--- src/rtl/mem_route_pkg.sv ---
// mem_route_pkg: constants shared by the memory output router.
// Phase request code, null tag and drop-counter width.
package mem_route_pkg;
  localparam logic [1:0] PH_REQ   = 2'b10;
  localparam logic [1:0] TAG_NULL = 2'b00;
  localparam int         DROP_W   = 8;
  localparam logic [DROP_W-1:0] DROP_MAX = '1;
endpackage

--- src/rtl/mem_out_router_fifo.sv ---
// sync_fifo: DEPTH-entry FIFO, one push and one pop per cycle.
// Ports: clk, rst, push, pop, din, dout (0 when empty), full, empty.
module sync_fifo #(
  parameter int W     = 16,
  parameter int DEPTH = 4
) (
  input  logic         clk,
  input  logic         rst,
  input  logic         push,
  input  logic         pop,
  input  logic [W-1:0] din,
  output logic [W-1:0] dout,
  output logic         full,
  output logic         empty
);
  localparam int AW = $clog2(DEPTH);
  localparam logic [AW:0] FULL_CNT = (AW+1)'(DEPTH);

  logic [W-1:0]  mem [DEPTH];
  logic [AW-1:0] wp;
  logic [AW-1:0] rp;
  logic [AW:0]   cnt;
  logic          do_push;
  logic          do_pop;

  assign full    = (cnt == FULL_CNT);
  assign empty   = (cnt == '0);
  assign do_push = push && !full;
  assign do_pop  = pop && !empty;
  assign dout    = empty ? '0 : mem[rp];

  // Pointers wrap naturally since DEPTH is a power of two.
  always_ff @(posedge clk) begin
    if (rst) begin
      wp  <= '0;
      rp  <= '0;
      cnt <= '0;
    end else begin
      if (do_push) wp <= wp + 1'b1;
      if (do_pop)  rp <= rp + 1'b1;
      unique case ({do_push, do_pop})
        2'b10:   cnt <= cnt + 1'b1;
        2'b01:   cnt <= cnt - 1'b1;
        default: cnt <= cnt;
      endcase
    end
  end

  always_ff @(posedge clk) begin
    if (do_push) mem[wp] <= din;
  end
endmodule

--- src/rtl/mem_out_router.sv ---
// mem_out_router: routes memory words to NCH buffered channels.
// Ports: mem_data/valid/ready in, ph codes, out_data/valid/ready,
// ch_full per channel, saturating drop_cnt of absorbed null words.
module mem_out_router
  import mem_route_pkg::*;
#(
  parameter int NCH   = 2,
  parameter int W     = 16,
  parameter int DEPTH = 4
) (
  input  logic              clk,
  input  logic              rst,
  input  logic [W-1:0]      mem_data,
  input  logic              mem_valid,
  output logic              mem_ready,
  input  logic [2*NCH-1:0]  ph,
  output logic [NCH*W-1:0]  out_data,
  output logic [NCH-1:0]    out_valid,
  input  logic [NCH-1:0]    out_ready,
  output logic [NCH-1:0]    ch_full,
  output logic [DROP_W-1:0] drop_cnt
);
  localparam int SW = $clog2(NCH);

  logic [SW-1:0]  sel;
  logic           has_sel;
  logic           is_null;
  logic           accept;
  logic [NCH-1:0] empty;

  // Scan high to low so the lowest requesting index wins.
  always_comb begin
    has_sel = 1'b0;
    sel     = '0;
    for (int i = NCH-1; i >= 0; i--) begin
      if (ph[2*i +: 2] == PH_REQ) begin
        has_sel = 1'b1;
        sel     = SW'(i);
      end
    end
  end

  assign is_null   = (mem_data[W-1 -: 2] == TAG_NULL);
  // Depends on registered ch_full only, never on out_ready.
  assign mem_ready = !rst && mem_valid &&
                     (is_null || (has_sel && !ch_full[sel]));
  assign accept    = mem_valid && mem_ready;
  assign out_valid = ~empty;

  for (genvar g = 0; g < NCH; g++) begin : g_ch
    logic push;
    logic pop;
    assign push = accept && !is_null && has_sel &&
                  (sel == SW'(g));
    assign pop  = out_valid[g] && out_ready[g];

    sync_fifo #(.W(W), .DEPTH(DEPTH)) u_fifo (
      .clk   (clk),
      .rst   (rst),
      .push  (push),
      .pop   (pop),
      .din   (mem_data),
      .dout  (out_data[W*g +: W]),
      .full  (ch_full[g]),
      .empty (empty[g])
    );
  end

  always_ff @(posedge clk) begin
    if (rst) begin
      drop_cnt <= '0;
    end else if (accept && is_null && drop_cnt != DROP_MAX) begin
      drop_cnt <= drop_cnt + 1'b1;
    end
  end
endmodule

--- config.mk ---
export PLATFORM = sky130hd
export DESIGN_NAME = mem_out_router
export DESIGN_NICKNAME = d
export VERILOG_FILES = /design/src/rtl/mem_route_pkg.sv /design/src/rtl/mem_out_router_fifo.sv /design/src/rtl/mem_out_router.sv
export SDC_FILE = /design/constraint.sdc
export NUM_CORES = 1
export LEC_CHECK = 0
export BUFFER_PORTS_ARGS = -buffer_cell sky130_fd_sc_hd__buf_4
export CORE_MARGIN = 5
export CORE_UTILIZATION = 52
export CTS_CLUSTER_SIZE = 20
export DETAILED_ROUTE_END_ITERATION = 12
export GPL_TIMING_DRIVEN = 0
export MAX_ROUTING_LAYER = met4
export PLACE_DENSITY = 0.75
export SETUP_SLACK_MARGIN = 0.1
export SLEW_MARGIN = 0
export SYNTH_ARGS = -nofsm -noshare
export SYNTH_HDL_FRONTEND = slang
export SYNTH_SLANG_ARGS = --single-unit
--- constraint.sdc ---
create_clock -name clk -period 2.26 [get_ports clk]
set_clock_uncertainty 0.05 [all_clocks]
set_input_delay 0.339 -clock clk [delete_from_list [all_inputs] [get_ports clk]]
set_output_delay 0.339 -clock clk [all_outputs]
set_load 0.005 [all_outputs]
==> results of run 1 <==
-- registers in the layout (all words and copies together), names as in the netlist, named ones only --
name	cells
drop_cnt	8
g_ch.u_fifo.cnt	6
g_ch.u_fifo.mem	128
g_ch.u_fifo.rp	4
g_ch.u_fifo.wp	4
-- how the worst max path moves through the flow --
stage,startpoint,endpoint,slack [ns],cells past startpoint
6_report,g_ch[1].u_fifo.cnt[2],g_ch[1].u_fifo.cnt[2],0.02,10
5_1_grt,g_ch[1].u_fifo.cnt[2],g_ch[1].u_fifo.cnt[2],-0.06,10
4_1_cts,register,out_data[13],0.01,5
3_5_place_dp,ph[1],g_ch[1].u_fifo.mem[0][13],-0.52,4
3_3_place_gp,ph[1],g_ch[1].u_fifo.mem[2][5],-0.41,4
2_1_floorplan,rst,g_ch[0].u_fifo.cnt[2],0.11,10
-- worst max-delay path: cells and delay by family, from the launching register on --
family	cells	cell delay, ns
adder cells (fa/ha/maj)	2	0.37
AND/OR/NAND/NOR	4	1.13
flip-flops	1	0.32
XOR/XNOR	1	0.07
AO/OA/AOI/OAI	1	0.12
buffers and inverters	2	0.11
-- logic make-up (layout without fill, tap and decap cells) --
logic type      Yosys count  after routing  synth area share, %
compound gates           19             19                1.674
simple gates             97             97                9.338
buf+inv                  30            141                2.138
mux                      34             34                11.94
fa+ha+maj                13             13                2.864
flops                   154            154                70.35
xor+xnor                 12             12                1.694
-- where the power goes --
part	internal, mW	switching, mW	leakage (nW)
clock	1.73	1.08	0.271
combinational	0.320	0.233	1.16
sequential	3.10	0.0164	1.37
total	5.15	1.33	2.80
-- synthesized netlist by cell type (3+ instances only) --
master	instances	share of area (%)
sky130_fd_sc_hd__nor2_1	23	1.4
sky130_fd_sc_hd__ha_1	11	2.2
sky130_fd_sc_hd__and3_1	5	0.50
sky130_fd_sc_hd__mux4_2	32	12
sky130_fd_sc_hd__buf_2	4	0.32
sky130_fd_sc_hd__o21ai_0	6	0.48
sky130_fd_sc_hd__edfxtp_1	128	62
sky130_fd_sc_hd__a21oi_1	10	0.81
sky130_fd_sc_hd__or3_1	6	0.61
sky130_fd_sc_hd__nand3_1	8	0.65
sky130_fd_sc_hd__and2_1	39	3.9
sky130_fd_sc_hd__clkbuf_1	10	0.61
sky130_fd_sc_hd__inv_1	13	0.79
sky130_fd_sc_hd__dfxtp_1	26	8.4
sky130_fd_sc_hd__xor2_1	9	1.3
sky130_fd_sc_hd__xnor2_1	3	0.42
-- layer usage --
layer | vias up | global-route usage [%] | part of all wire, %
met2 | 121 | 30.31 | 51
li1 | 1559 | - | -
met1 | 1704 | 24.41 | 40
met4 | 0 | 7.096 | 1.7
met3 | 19 | 4.455 | 6.9
met5 | - | - | 0
-- final cells by class --
type                       count  area (µm²)  area share (%)
buffer                        16       182.7           2.273
clock buffer                  21       440.4           5.481
timing repair buffer          80       779.5           9.701
inverter                      13       48.80          0.6073
tap                          143       178.9           2.227
sequential                   154        4374           54.44
multi-input combinational    175        1884           23.45
clock inverter                11       146.4           1.822
-- placed cells by master, fill, tap and decap left out, drive strengths merged --
| cell | Yosys | final |
|---|---|---|
| a21oi | 10 | 10 |
| and2 | 39 | 39 |
| and3 | 5 | 5 |
| buf | 7 | 88 |
| bufinv | 0 | 3 |
| clkbuf | 10 | 29 |
| clkinv | 0 | 3 |
| clkinvlp | 0 | 4 |
| dfxtp | 26 | 26 |
| edfxtp | 128 | 128 |
| fa | 2 | 2 |
| ha | 11 | 11 |
| inv | 13 | 14 |
| mux2i | 2 | 2 |
| mux4 | 32 | 32 |
| nand2 | 1 | 1 |
| nand2b | 2 | 2 |
| nand3 | 8 | 8 |
| nand4 | 2 | 2 |
| nor2 | 23 | 23 |
| nor2b | 1 | 1 |
| nor3 | 1 | 1 |
| nor3b | 2 | 2 |
| nor4 | 1 | 1 |
| nor4b | 2 | 2 |
| o21ai | 7 | 7 |
| o31ai | 2 | 2 |
| or2 | 1 | 1 |
| or3 | 6 | 6 |
| or4 | 2 | 2 |
| or4b | 1 | 1 |
| xnor2 | 3 | 3 |
| xor2 | 9 | 9 |
-- through the flow --
step / util (%) / std cells
after floorplan: - / 359
after global placement: 59.68 / 570
after detailed placement: 59.68 / 570
after CTS: 68.41 / 612
after global routing: 69.48 / 613
final: 69.48 / 613
-- what timing repair did --
action,CTS,global route
pin swaps,32,11
resized for setup,103,34
hold buffers,0,0
setup buffers,9,1
hold endpoints to repair,0,0
endpoints found under the setup margin,167,148
cloned,2,0
==> impl_metrics.env, run 1 <==
export IMPL_track_usage_pct=19.16
export IMPL_power_ir_vdd_worst_mv=0.5015
export IMPL_setup_violations=0
export IMPL_initialDrtViolationCount=164
export IMPL_detail_route_first_pass_iterations=4
export IMPL_crit_chain="nor3b_4 -> or4b_4 -> nor2_4 -> inv_2 -> ha_4 -> inv_2 -> fa_2 -> xor2_2 -> or3_1 -> a21oi_1"
export IMPL_cp_data_required_time_ns=2.56
export IMPL_htree_levels=4
export IMPL_max_clock_path_buffers=2
export IMPL_ff_latch_count_synth=154
export IMPL_core_region_area_mm2=0.01156
export IMPL_number_of_synthesized_flops_with_an_enable_pin=128
export IMPL_timing_reg2reg_worst_path_depth=10
export IMPL_period_minus_slack_ns=2.238
export IMPL_dp_final_hpwl_mm=7.597
export IMPL_initial_core_utilization_pct=53.64
export IMPL_final_setup_worst_slack_ns=0.02163
export IMPL_nNetsFinal=495
export IMPL_clock_root_buffer="sky130_fd_sc_hd__clkbuf_16"
export IMPL_grt_start_max_net_pins=17
export IMPL_clkLatencyLatePin_ns=0.42
export IMPL_cell_count_after_synthesis=359
export IMPL_ys_warn_count=0
export IMPL_buffer_ports_inserted=68
export IMPL_dpl_cell_area_mm2=0.006902
export IMPL_die_h_um=119.2
export IMPL_holdCritStartpoint="rst"
export IMPL_max_cap_violations=0
export IMPL_insertedDiodeCount=0
export IMPL_row_count=39
export IMPL_pin_count=70
export IMPL_top_flip_flop_cell_by_instance_count_after_synthesis="sky130_fd_sc_hd__edfxtp_1"
export IMPL_floorplan_die_width_um=119.2
export IMPL_hold_path_class="primary input to register"
export IMPL_detail_route_wl_per_cell_um=20.30
export IMPL_grt_antenna_before_repair=0
export IMPL_overflow_after_grt=0
export IMPL_path_common_cell="sky130_fd_sc_hd__inv_2"
export IMPL_timing_critical_path_slowest_cell_delay_ns=0.55
export IMPL_postSynthNetCount=397
export IMPL_routed_wl_mm=12.45
export IMPL_grt_pass1_wl_mm=19.62
export IMPL_async_flop_share_pct=0
export IMPL_arrival_ns=2.54
export IMPL_internal_reg_to_reg_setup_slack_ns=0.02
export IMPL_min_delay_worst_endpoint="g_ch[0].u_fifo.cnt[2]"
export IMPL_leakagePower_nw=2.801
export IMPL_max_freq_ghz=0.4468
export IMPL_netlist_area_mm2=0.006203
export IMPL_slew_headroom_pct=61.28
export IMPL_detail_route_vias_per_cell=5.551
export IMPL_critical_path_endpoint_type="register"
export IMPL_cellPowerDensity_mw_per_mm2=805.9
export IMPL_grt_setup_unrepaired="true"
export IMPL_final_hold_violation_count=0
export IMPL_final_max_slew_violation_count=0
export IMPL_post_layout_total_power_mw=6.476
export IMPL_whs_path_depth=2
export IMPL_finalInstanceArea_mm2=0.008035
export IMPL_number_of_global_route_vias_before_repair=3606
export IMPL_critPathLaunchType="register"
export IMPL_dr_total_vias=3403
export IMPL_tritoncts_num_sinks=154
export IMPL_die_area_mm2=0.01421
export IMPL_endpoint_of_the_worst_slack_reg_to_reg_timing_path="g_ch[1].u_fifo.cnt[2]"
export IMPL_r2r_start="g_ch[1].u_fifo.cnt[2]"
export IMPL_cts_tree="yes"
export IMPL_finalCritPeriodShare_pct=99.04
export IMPL_drc_errors=0
export IMPL_count_of_distinct_cell_types_in_the_synthesized_netlist=34
export IMPL_synth_seq_area_share_pct=70.35
export IMPL_tritoncts_buffers=17
export IMPL_status="finished clean"
export IMPL_drive_gt1_share_pct=46.60
export IMPL_clk_pin_slew_ns=0.06
export IMPL_area_delta_synth_final_pct=29.53
export IMPL_final_antenna_net_count=0
export IMPL_place_congestion=0.7467
export IMPL_critical_path_max_fanout=4
export IMPL_max_slew_worst_pin_slew_ns=0.5808
export IMPL_cp_max_stage_cell="sky130_fd_sc_hd__or4b_4"
export IMPL_hold_ws_ns=0.05478
export IMPL_postSynthAreaPerCell_um2=17.28
export IMPL_setup_worst_path_class="register to register"
export IMPL_setup_tns_final_ns=0
export IMPL_pre_cts_slack_ns=-0.5203
export IMPL_final_fill_count=725
Power figures use the tool's default switching activity.
==> run 2, diff against run 1 <==
--- a/config.mk
+++ b/config.mk
@@ -7,12 +7,12 @@
 export LEC_CHECK = 0
 export BUFFER_PORTS_ARGS = -buffer_cell sky130_fd_sc_hd__buf_4
 export CORE_MARGIN = 5
-export CORE_UTILIZATION = 52
+export CORE_UTILIZATION = 55
 export CTS_CLUSTER_SIZE = 20
 export DETAILED_ROUTE_END_ITERATION = 12
 export GPL_TIMING_DRIVEN = 0
 export MAX_ROUTING_LAYER = met4
-export PLACE_DENSITY = 0.75
+export PLACE_DENSITY = 0.76
 export SETUP_SLACK_MARGIN = 0.1
 export SLEW_MARGIN = 0
 export SYNTH_ARGS = -nofsm -noshare
==> constraint.sdc (replaced) <==
create_clock -name clk -period 2.5 [get_ports clk]
set_clock_uncertainty 0.05 [all_clocks]
set_input_delay 0.375 -clock clk [delete_from_list [all_inputs] [get_ports clk]]
set_output_delay 0.375 -clock clk [all_outputs]
set_load 0.005 [all_outputs]
==> impl_metrics.env, run 2 (synthesized netlist as in run 1, its figures left out) <==
export IMPL_status="finished clean"
export IMPL_cts_tree="yes"
export IMPL_final_setup_worst_slack_ns=0.2042
export IMPL_grt_pass1_wl_mm=19.15
export IMPL_tritoncts_buffers=17
export IMPL_final_hold_violation_count=0
export IMPL_clock_root_buffer="sky130_fd_sc_hd__clkbuf_16"
export IMPL_final_fill_count=690
export IMPL_floorplan_die_width_um=116.2
export IMPL_pin_count=70
export IMPL_cp_data_required_time_ns=2.08
export IMPL_setup_violations=0
export IMPL_final_max_slew_violation_count=0
export IMPL_period_minus_slack_ns=2.296
export IMPL_internal_reg_to_reg_setup_slack_ns=0.21
export IMPL_tritoncts_num_sinks=154
export IMPL_drive_gt1_share_pct=35.42
export IMPL_pre_cts_slack_ns=-0.2141
export IMPL_dr_total_vias=3355
export IMPL_routed_wl_mm=11.97
export IMPL_endpoint_of_the_worst_slack_reg_to_reg_timing_path="g_ch[1].u_fifo.cnt[2]"
export IMPL_overflow_after_grt=0
export IMPL_initialDrtViolationCount=244
export IMPL_finish_cell_count_without_fillers=603
export IMPL_die_h_um=116.2
export IMPL_slew_headroom_pct=43.67
export IMPL_largest_registers="g_ch.u_fifo.mem: 128 flops, drop_cnt: 8 flops, g_ch.u_fifo.cnt: 6 flops"
export IMPL_setup_worst_path_class="register to output pin"
export IMPL_placed_cells_incl_taps=567
export IMPL_power_ir_vdd_worst_mv=0.4086
export IMPL_die_area_mm2=0.01350
export IMPL_timing_reg2reg_worst_path_depth=10
export IMPL_hold_path_class="primary input to register"
export IMPL_htree_levels=4
export IMPL_buffer_ports_inserted=68
export IMPL_detail_route_first_pass_iterations=4
export IMPL_min_delay_worst_endpoint="g_ch[1].u_fifo.cnt[2]"
export IMPL_dpl_cell_area_mm2=0.006889
export IMPL_layout_cells_most_common="sky130_fd_sc_hd__edfxtp_1"
export IMPL_dp_final_hpwl_mm=7.429
export IMPL_final_antenna_net_count=0
export IMPL_initial_core_utilization_pct=56.73
export IMPL_nNetsFinal=488
export IMPL_critical_path_endpoint_type="output pin"
export IMPL_area_delta_synth_final_pct=23.34
export IMPL_critPathLaunchType="register"
export IMPL_row_count=38
export IMPL_track_usage_pct=19.89
export IMPL_post_layout_total_power_mw=5.860
export IMPL_arrival_ns=1.87
export IMPL_hold_ws_ns=0.1118
export IMPL_grt_setup_unrepaired="true"
export IMPL_number_of_global_route_vias_before_repair=3590
export IMPL_holdCritStartpoint="rst"
export IMPL_largest_register_ff_count=128
export IMPL_max_clock_path_buffers=2
export IMPL_setup_tns_final_ns=0
export IMPL_insertedDiodeCount=0
export IMPL_largest_register="g_ch.u_fifo.mem"
export IMPL_max_cap_violations=0
export IMPL_clkLatencyLatePin_ns=0.41
export IMPL_clk_pin_slew_ns=0.06
export IMPL_detail_route_wl_per_cell_um=19.84
export IMPL_r2r_start="g_ch[1].u_fifo.cnt[2]"
export IMPL_drc_errors=0
export IMPL_finalCritPeriodShare_pct=91.83
export IMPL_max_freq_ghz=0.4356
export IMPL_grt_antenna_before_repair=0
export IMPL_max_slew_worst_pin_slew_ns=0.8449
export IMPL_whs_path_depth=2
export IMPL_utilization_pct=69.97
export IMPL_place_congestion=0.7807
export IMPL_critical_path_max_fanout=10
export IMPL_detail_route_vias_per_cell=5.564
export IMPL_most_common_layout_cells="sky130_fd_sc_hd__edfxtp_1 (128), sky130_fd_sc_hd__buf_4 (76), sky130_fd_sc_hd__and2_1 (39)"
export IMPL_cellPowerDensity_mw_per_mm2=765.9
export IMPL_finalInstanceArea_mm2=0.007651
export IMPL_core_region_area_mm2=0.01094
export IMPL_leakagePower_nw=2.691
export IMPL_grt_start_max_net_pins=17
## run 2: cell count changes in the layout (fill, tap and decap cells not counted), sizes merged
| cell | change |
|---|---|
| clkinv | +3 |
| clkinvlp | -4 |
| clkbuf | +1 |
| buf | -7 |
| inv | -1 |
| bufinv | +1 |
## run 2: repair_timing
action                                 in CTS  in global routing
resized for setup                          28                 11
endpoints found under the hold margin       0                  0
pin swaps                                   0                  0
setup buffers                               0                  5
setup endpoints to repair                  88                 22
hold buffers                                0                  0
## run 2: how the worst max path moves through the flow
stage	from	cells past startpoint	end	slack, ns
4_1_cts	register	5	out_data[16]	0.1
3_3_place_gp	ph[1]	4	g_ch[1].u_fifo.mem[0][7]	-0.16
3_5_place_dp	ph[1]	4	g_ch[1].u_fifo.mem[0][12]	-0.21
5_1_grt	g_ch[1].u_fifo.cnt[2]	10	g_ch[1].u_fifo.cnt[2]	0.09
2_1_floorplan	ph[1]	10	g_ch[1].u_fifo.cnt[2]	0.23
6_report	register	5	out_data[19]	0.20
## run 2: layout make-up
cell class              count  area [µm²]  share of cell area [%]
inverters                  13       48.80                  0.6378
flip-flops and latches    154        4367                   57.07
plain buffers              16       138.9                   1.815
multi-input cells         175        1752                   22.89
clock buffers              22       474.2                   6.198
repair buffers             73       548.0                   7.163
well taps                 140       175.2                   2.289
clock inverters            10       147.6                   1.930
## run 2: power by group
part / leakage [nW] / total [mW] / switching, mW / internal (mW)
Sequential: 1.36 / 2.81 / 0.0142 / 2.80
Clock: 0.309 / 2.66 / 0.929 / 1.74
Combinational: 1.02 / 0.383 / 0.182 / 0.201
Total: 2.69 / 5.86 / 1.12 / 4.74
## run 2: critical path, stage by stage (launching register included)
cell and delay [ns]:
sky130_fd_sc_hd__dfxtp_1 0.30, sky130_fd_sc_hd__clkbuf_2 0.23, sky130_fd_sc_hd__buf_4 0.26, sky130_fd_sc_hd__mux4_2 0.34
sky130_fd_sc_hd__and2_1 0.19, sky130_fd_sc_hd__buf_4 0.13
## run 2: layer usage
layer | vias up | routed length (µm) | track usage (%)
li1 | 1549 | - | -
met1 | 1676 | 4921 | 24.35
met2 | 113 | 6238 | 32.80
met3 | 17 | 633 | 4.974
met4 | 0 | 172 | 6.497
met5 | - | 0 | -
